`config.mk`:
```
export PLATFORM = sky130hd
export DESIGN_NAME = oneapi_avs_to_axs_pixel_buffer
export DESIGN_NICKNAME = d
export VERILOG_FILES = /design/src/rtl/oneapi_avs_to_axs_pixel_buffer.sv
export SDC_FILE = /design/constraint.sdc
export NUM_CORES = 1
export LEC_CHECK = 0
export CELL_PAD_IN_SITES_DETAIL_PLACEMENT = 0
export CELL_PAD_IN_SITES_GLOBAL_PLACEMENT = 1
export CORE_MARGIN = 1.5
export CORE_UTILIZATION = 47
export CTS_CLUSTER_SIZE = 14
export DETAILED_ROUTE_END_ITERATION = 12
export PLACE_DENSITY_LB_ADDON = 0.1
export SYNTH_ARGS = -nofsm -noshare
export SYNTH_HDL_FRONTEND = slang
export SYNTH_SLANG_ARGS = --single-unit
```
`constraint.sdc`:
```
create_clock -name csi_clk -period 2.3 [get_ports csi_clk]
set_input_delay 0.46 -clock csi_clk [delete_from_list [all_inputs] [get_ports csi_clk]]
set_output_delay 0.46 -clock csi_clk [all_outputs]
set_load 0.01 [all_outputs]
```
`src/rtl/oneapi_avs_to_axs_pixel_buffer.sv`:
```
// Avalon-ST pixel source to AXI4-Stream video transmitter: channel de-padding, SOP/EOP mapping, show-ahead FIFO.
// Optional input line-length checker enabled by defining ONEAPI_GASKET_LINE_CHECK_EN.
module oneapi_avs_to_axs_pixel_buffer #(
   parameter int PARALLEL_PIXELS      = 1,
   parameter int BITS_PER_CHANNEL     = 8,
   parameter int CHANNELS             = 3,
   parameter int BITS_PER_CHANNEL_AV  = 8,
   parameter int BITS_PER_PIXEL_AV    = 24,
   parameter int BITS_AV              = 24,
   parameter int EMPTY_BITS           = 2,
   parameter int BITS_PER_CHANNEL_AXI = 8,
   parameter int BITS_PER_PIXEL_AXI   = 24,
   parameter int BITS_AXI             = 24,
   parameter int TUSER_BITS           = 3,
   parameter int FIFO_DEPTH           = 4,
   parameter int LINE_BEATS           = 1920
) (
   input  logic                  csi_clk,
   input  logic                  rsi_reset,
   output logic                  asi_ready,
   input  logic                  asi_valid,
   input  logic [BITS_AV-1:0]    asi_data,
   input  logic                  asi_startofpacket,
   input  logic                  asi_endofpacket,
   input  logic [EMPTY_BITS-1:0] asi_empty,
   input  logic                  axm_tready,
   output logic                  axm_tvalid,
   output logic [BITS_AXI-1:0]   axm_tdata,
   output logic                  axm_tlast,
   output logic [TUSER_BITS-1:0] axm_tuser,
   output logic                  line_err
);
   localparam int PTR_W = $clog2(FIFO_DEPTH);
   localparam int CNT_W = PTR_W + 1;
   localparam logic [CNT_W-1:0] DEPTH_C = CNT_W'(FIFO_DEPTH);

   typedef struct packed {
      logic [BITS_AXI-1:0] data;
      logic                sop;
      logic                last;
   } entry_t;

   entry_t              mem [FIFO_DEPTH];
   entry_t              head;
   logic [PTR_W-1:0]    wr_ptr, rd_ptr;
   logic [CNT_W-1:0]    count;
   logic [BITS_AXI-1:0] remap;
   logic                tlast_final, push, pop;

   // Padding bits are dropped by design; empty carries no information for full-pixel beats.
   logic unused_inputs;
   assign unused_inputs = ^{asi_empty, asi_data};

   always_comb begin
      remap = '0;
      for (int p = 0; p < PARALLEL_PIXELS; p++)
         for (int c = 0; c < CHANNELS; c++)
            remap[p*BITS_PER_PIXEL_AXI + c*BITS_PER_CHANNEL_AXI +: BITS_PER_CHANNEL] =
               asi_data[p*BITS_PER_PIXEL_AV + c*BITS_PER_CHANNEL_AV +: BITS_PER_CHANNEL];
   end

   // Ready looks only at registered occupancy, so a full FIFO stalls even when popping.
   assign asi_ready  = (count < DEPTH_C);
   assign axm_tvalid = (count != '0);
   assign push       = asi_valid && asi_ready;
   assign pop        = axm_tvalid && axm_tready;

   always_ff @(posedge csi_clk or posedge rsi_reset) begin
      if (rsi_reset) begin
         wr_ptr <= '0;
         rd_ptr <= '0;
         count  <= '0;
      end else begin
         if (push) wr_ptr <= wr_ptr + 1'b1;
         if (pop)  rd_ptr <= rd_ptr + 1'b1;
         if (push && !pop)      count <= count + 1'b1;
         else if (pop && !push) count <= count - 1'b1;
      end
   end

   always_ff @(posedge csi_clk) begin
      if (push) mem[wr_ptr] <= '{data: remap, sop: asi_startofpacket, last: tlast_final};
   end

   assign head      = axm_tvalid ? mem[rd_ptr] : '0;
   assign axm_tdata = head.data;
   assign axm_tlast = head.last;
   assign axm_tuser = TUSER_BITS'(head.sop);

`ifdef ONEAPI_GASKET_LINE_CHECK_EN
   localparam int LC_W = (LINE_BEATS > 1) ? $clog2(LINE_BEATS) : 1;
   localparam logic [LC_W-1:0] LAST_BEAT = LC_W'(LINE_BEATS - 1);

   logic [LC_W-1:0] line_cnt, eff_cnt, line_cnt_nxt;
   logic            err_set;

   // A SOP always restarts the line; a mid-line SOP is itself an error.
   always_comb begin
      eff_cnt      = asi_startofpacket ? '0 : line_cnt;
      err_set      = asi_startofpacket && (line_cnt != '0);
      tlast_final  = 1'b0;
      line_cnt_nxt = eff_cnt + 1'b1;
      if (asi_endofpacket) begin
         tlast_final  = 1'b1;
         line_cnt_nxt = '0;
         if (eff_cnt != LAST_BEAT) err_set = 1'b1;
      end else if (eff_cnt == LAST_BEAT) begin
         tlast_final  = 1'b1;
         line_cnt_nxt = '0;
         err_set      = 1'b1;
      end
   end

   always_ff @(posedge csi_clk or posedge rsi_reset) begin
      if (rsi_reset) begin
         line_cnt <= '0;
         line_err <= 1'b0;
      end else if (push) begin
         line_cnt <= line_cnt_nxt;
         if (err_set) line_err <= 1'b1;
      end
   end
`else
   assign tlast_final = asi_endofpacket;
   assign line_err    = 1'b0;
`endif

endmodule
```
* Word-level counts from Yosys, hierarchy flattened *
Memory sizes are Yosys's and may differ from the RTL's.
Index checks and enable logic that the tools add are counted.

word-level totals
  logic and storage cells = 22
  memories = 1
  input bits = 32
  register bits = 7
  RAM bits = 104

operators by class
  order comparisons = 1
  $add $sub $neg = 4
  mux-type cells = 5
  reduce and logical (&&, ||, !) cells = 8

memories
  memory  depth  bits a word  read ports  clocked after memory_dff  wr ports  RTL line  source
  mem     4      26           1           0                         1         43        entry_t mem [FIFO_DEPTH];

operators with widths
  cell                                               count
  2-to-1 mux 26 bit                                  1
  2-to-1 mux 3 bit                                   2
  adder 2 x 1 -> 2 bit, second input constant        2
  logical AND 1 bit                                  4
  adder 3 x 1 -> 3 bit, second input constant        1
  less-than comparator 3 bit, second input constant  1
  nonzero test 3 bit                                 1
  subtractor 3 x 1 -> 3 bit, second input constant   1
  zero test 1 bit                                    2
  2-to-1 mux 1 bit                                   2
  nonzero test 2 bit                                 1

* Longest topological paths before layout *
  depth after elaboration = 6
  depth in mapped cells = 9
  gate-level depth less buffers = 8

* Worst setup path after synthesis *
OpenSTA, ideal clock, no wires.

  kind = reg-to-reg
  start point = reg count[0]
  end point = reg count[2]
  required time = 2220 ps
  path slack = 218 ps
  library setup time = 80 ps
  period minus slack after synthesis = 2082 ps
  arrival = 2002 ps
  buffers on the path = 1
  cell stages (with the launch flop) = 10
  cells stage by stage = dfrtp_1 or3_1 clkbuf_1 nand2_1 ha_1 inv_1 fa_1 xor2_1 nor2_1 xnor2_1

on the way
  cells in the longest elaborated chain, start to end = 5

RTL lines
  element                                                                  RTL line  source
  from (decl)                                                              46        logic [CNT_W-1:0] count;
  from (signal assigned)                                                   76        if (push && !pop) count <= count + 1'b1;
  from (signal assigned)                                                   77        else if (pop && !push) count <= count - 1'b1;
  less-than comparator 3 bit / nonzero test 3 bit (equally long branches)  63, 64
  logical AND 1 bit (on tied branches)                                     65, 66
  zero test 1 bit (on tied branches)                                       77, 76
  logical AND 1 bit (on tied branches)                                     77, 76
  nonzero test 2 bit (no line) / 2-to-1 mux 3 bit (equally long branches)  --

Parallel ways exist; a longest one is shown, timed or not. The select of a mux whose other input is x is not followed.
A chain may end at the register's enable or synchronous reset.

* Worst setup path in the final report *
  start point = reg rd_ptr[0]
  end point = out axm_tdata[15]

on the way
  cells in the longest elaborated chain, start to end = 2

RTL lines
  element                 RTL line  source
  from (decl)             45        logic [PTR_W-1:0] wr_ptr, rd_ptr;
  from (signal assigned)  75        if (pop) rd_ptr <= rd_ptr + 1'b1;
  memory (4 x 26 bit)     --
  2-to-1 mux 26 bit       85        assign head = axm_tvalid ? mem[rd_ptr] : '0;
  to (decl)               28        output logic [BITS_AXI-1:0] axm_tdata,

No other way between the ends.

==> results_dict.tcl <==
set metrics [dict create \
    period_minus_slack_ns 2.303 \
    antenna_found_initial 0 \
    pre_cts_slack_ns 0.006869 \
    die_h_um 99.85 \
    placed_area_sq_mm 0.005225 \
    setup.worst_path.start_class "register" \
    dieArea_sq_mm 0.009969 \
    synth_most_common_cell "edfxtp_1" \
    clock_tree.root_cell "clkbuf_8" \
    synth.distinct_cells 23 \
    sw_frac_of_total 0.2884 \
    endpoint_kind "output pin" \
    antenna_left 0 \
    portBuffers 57 \
    hpwlAfterDp_um 4551 \
    report.final.slew_viol_count 0 \
    insertion_delay_ns 0.36 \
    leakagePower_nw 1.931 \
    drt_iter0_markers 82 \
    cp_max_fo 5 \
    seq_power_share 0.399 \
    clk_pin_slew_ns 0.09 \
    synth_commonest_cells "edfxtp_1, and2_1, mux4_2, mux4_1, dfrtp_1" \
    cap_violations 0 \
    core_sq_mm 0.009153 \
    htree_levels 3 \
    cts_tree "done" \
    hp-class "in -> async" \
    ys_seq_area_frac 0.7482 \
    num_antenna_cells 0 \
    fin_nets 326 \
    ys_ff_latch 111 \
    drc 0 \
    yosys.area.top_type_share 0.7085 \
    synthArstFlopShare 0.06306 \
    status "finished, violations left" \
    die_x_um 99.85 \
    setup_viol 1 \
    grt_pass1_vias 2187 \
    grt_max_degree 22 \
    synth_edf_count 104 \
    overflow 0 \
    syn_area_per_cell_sq_um 21.40 \
    cts.sinks 111 \
    synth_largest_area_cell "edfxtp_1" \
    final_layout_size_suffix_gt1_frac 0.3720 \
    r2r-start "count[1]" \
    yosys_warnings 0 \
    vias 2090 \
    hold_ws_ns 0.3319 \
    ir_drop_uv 630.6 \
    cts_buffers 9 \
    fin_ws_ns -0.002822 \
    grt_pass1_wl_um 11640 \
    clock.fmax_mhz 434.3 \
    setup-tns-final_ns -0.002822 \
    power_density_mw_per_mm2 1208 \
    p_sw_mw 1.912 \
    fin_crit_sh 1.001 \
    path_class "reg -> out" \
    wl_um 7201 \
    fin_area_sq_mm 0.005489 \
    syn_inst 206 \
    ios 63 \
    via_per_inst 5.173 \
    crit_required_ns 1.84 \
    arrival_ns 1.84 \
    row_count 35 \
    yosys-top-cells-area "edfxtp_1, mux4_2, mux4_1" \
    skew_ns 0.01239 \
    wire_per_inst_um 17.82 \
    clockPowerShare 0.158 \
    area_growth_syn_to_layout_pct 24.52 \
    firstDrtPassIters 4 \
    pwr-share-comb 0.443 \
    p_int_mw 4.718 \
    gp_congestion 0.6773 \
    startpoint "rd_ptr[0]" \
    clockBufferDepth 2 \
    violations "setup timing" \
    start_util 0.4816 \
    syn-cell-area_sq_mm 0.004408 \
    hold_viol 0 \
    rsz0062_at_grt "true" \
    synth_ff_type "edfxtp_1" \
    grt_use_total 0.1592 \
]
==> cells by family (layout without fill, tap and decap cells) <==
group,Yosys count,count (layout),synth area share
adders and majority gates,6,6,0.01873
xor gates and xnor gates,6,6,0.01192
other,1,3,0.0008507
and+or+nand+nor,36,36,0.04911
DFF,111,111,0.7482
buffers and inverters,18,103,0.02782
AOI/OAI and AO/OA,1,1,0.001134
muxes,27,27,0.1422
==> flip-flops by register name, indices dropped and copies added, names as in the netlist <==
register	cells
rd_ptr	2
count	3
mem	104
wr_ptr	2
==> power by group through the flow <==
stage | combinational (mW) | sequential [mW] | clock, mW
floorplan | 1.50 | 2.66 | 0
global placement | 2.62 | 2.70 | 0
detailed placement | 2.64 | 2.71 | 0
CTS | 2.69 | 2.64 | 1.08
global route | 3.19 | 2.67 | 1.16
finish | 2.94 | 2.64 | 1.05
==> layout by cell type, fill, tap and decap left out, types with 6 or more instances in the layout <==
master,instances
and2_1,13
and2_4,17
buf_12,7
buf_2,12
buf_4,14
buf_6,15
clkbuf_8,9
clkdlybuf4s50_1,30
dfrtp_1,6
edfxtp_1,104
mux4_2,25
==> worst max-delay path, stage by stage (launching register included) <==
cell and delay, ns:
dfrtp_2 0.44, buf_12 0.14, buf_8 0.13, buf_6 0.11, mux4_2 0.41, and2_4 0.15, buf_6 0.11
==> area by class of cell <==
cell class / instances / area [sq um]
fillers: 695 / 3664
flip-flops and latches: 111 / 3299
multi-input cells: 79 / 1011
repair buffers: 82 / 840.8
well taps: 111 / 138.9
clock buffers: 10 / 127.6
clock inverters: 6 / 52.55
inverters: 5 / 18.77
==> worst paths after layout <==
| check | slack (ns) | cells past startpoint | to |
|---|---|---|---|
| worst max-delay path | -0.003 | 6 | axm_tdata[15] |
| worst min register to register | 0.58 | 2 | count[0] |
| min in group csi_clk | 0.58 | 2 | count[0] |
| worst max register to register | 0.28 | 8 | count[2] |
| max in group asynchronous | 1.73 | 2 | rd_ptr[0] |
| worst min-delay path | 0.33 | 2 | count[2] |
==> layer usage <==
metal / up-vias / track usage / wire length [um]
li1: 967 / - / -
met1: 1079 / 0.2150 / 3269
met2: 38 / 0.2658 / 3648
met3: 6 / 0.02855 / 217
met4: 0 / 0.05200 / 65
met5: - / 0 / 0
==> metrics by stage <==
step	instances	utilization	total power, mW
2_1_floorplan	208	-	4.164
3_3_place_gp	380	0.5709	5.316
3_5_place_dp	380	0.5709	5.345
4_1_cts	405	0.5907	6.418
5_1_grt	404	0.5997	7.024
6_report	404	0.5997	6.629
==> what timing repair did <==
| item | CTS | global route |
|---|---|---|
| pin swaps | 7 | 3 |
| setup endpoints to repair | 27 | 26 |
| endpoints found under the hold margin | 0 | 0 |
| gates resized for setup | 121 | 30 |
| gates cloned | 2 | 0 |
| setup buffers | 8 | 0 |
| hold buffers | 0 | 0 |
Power figures use the tool's default switching activity.
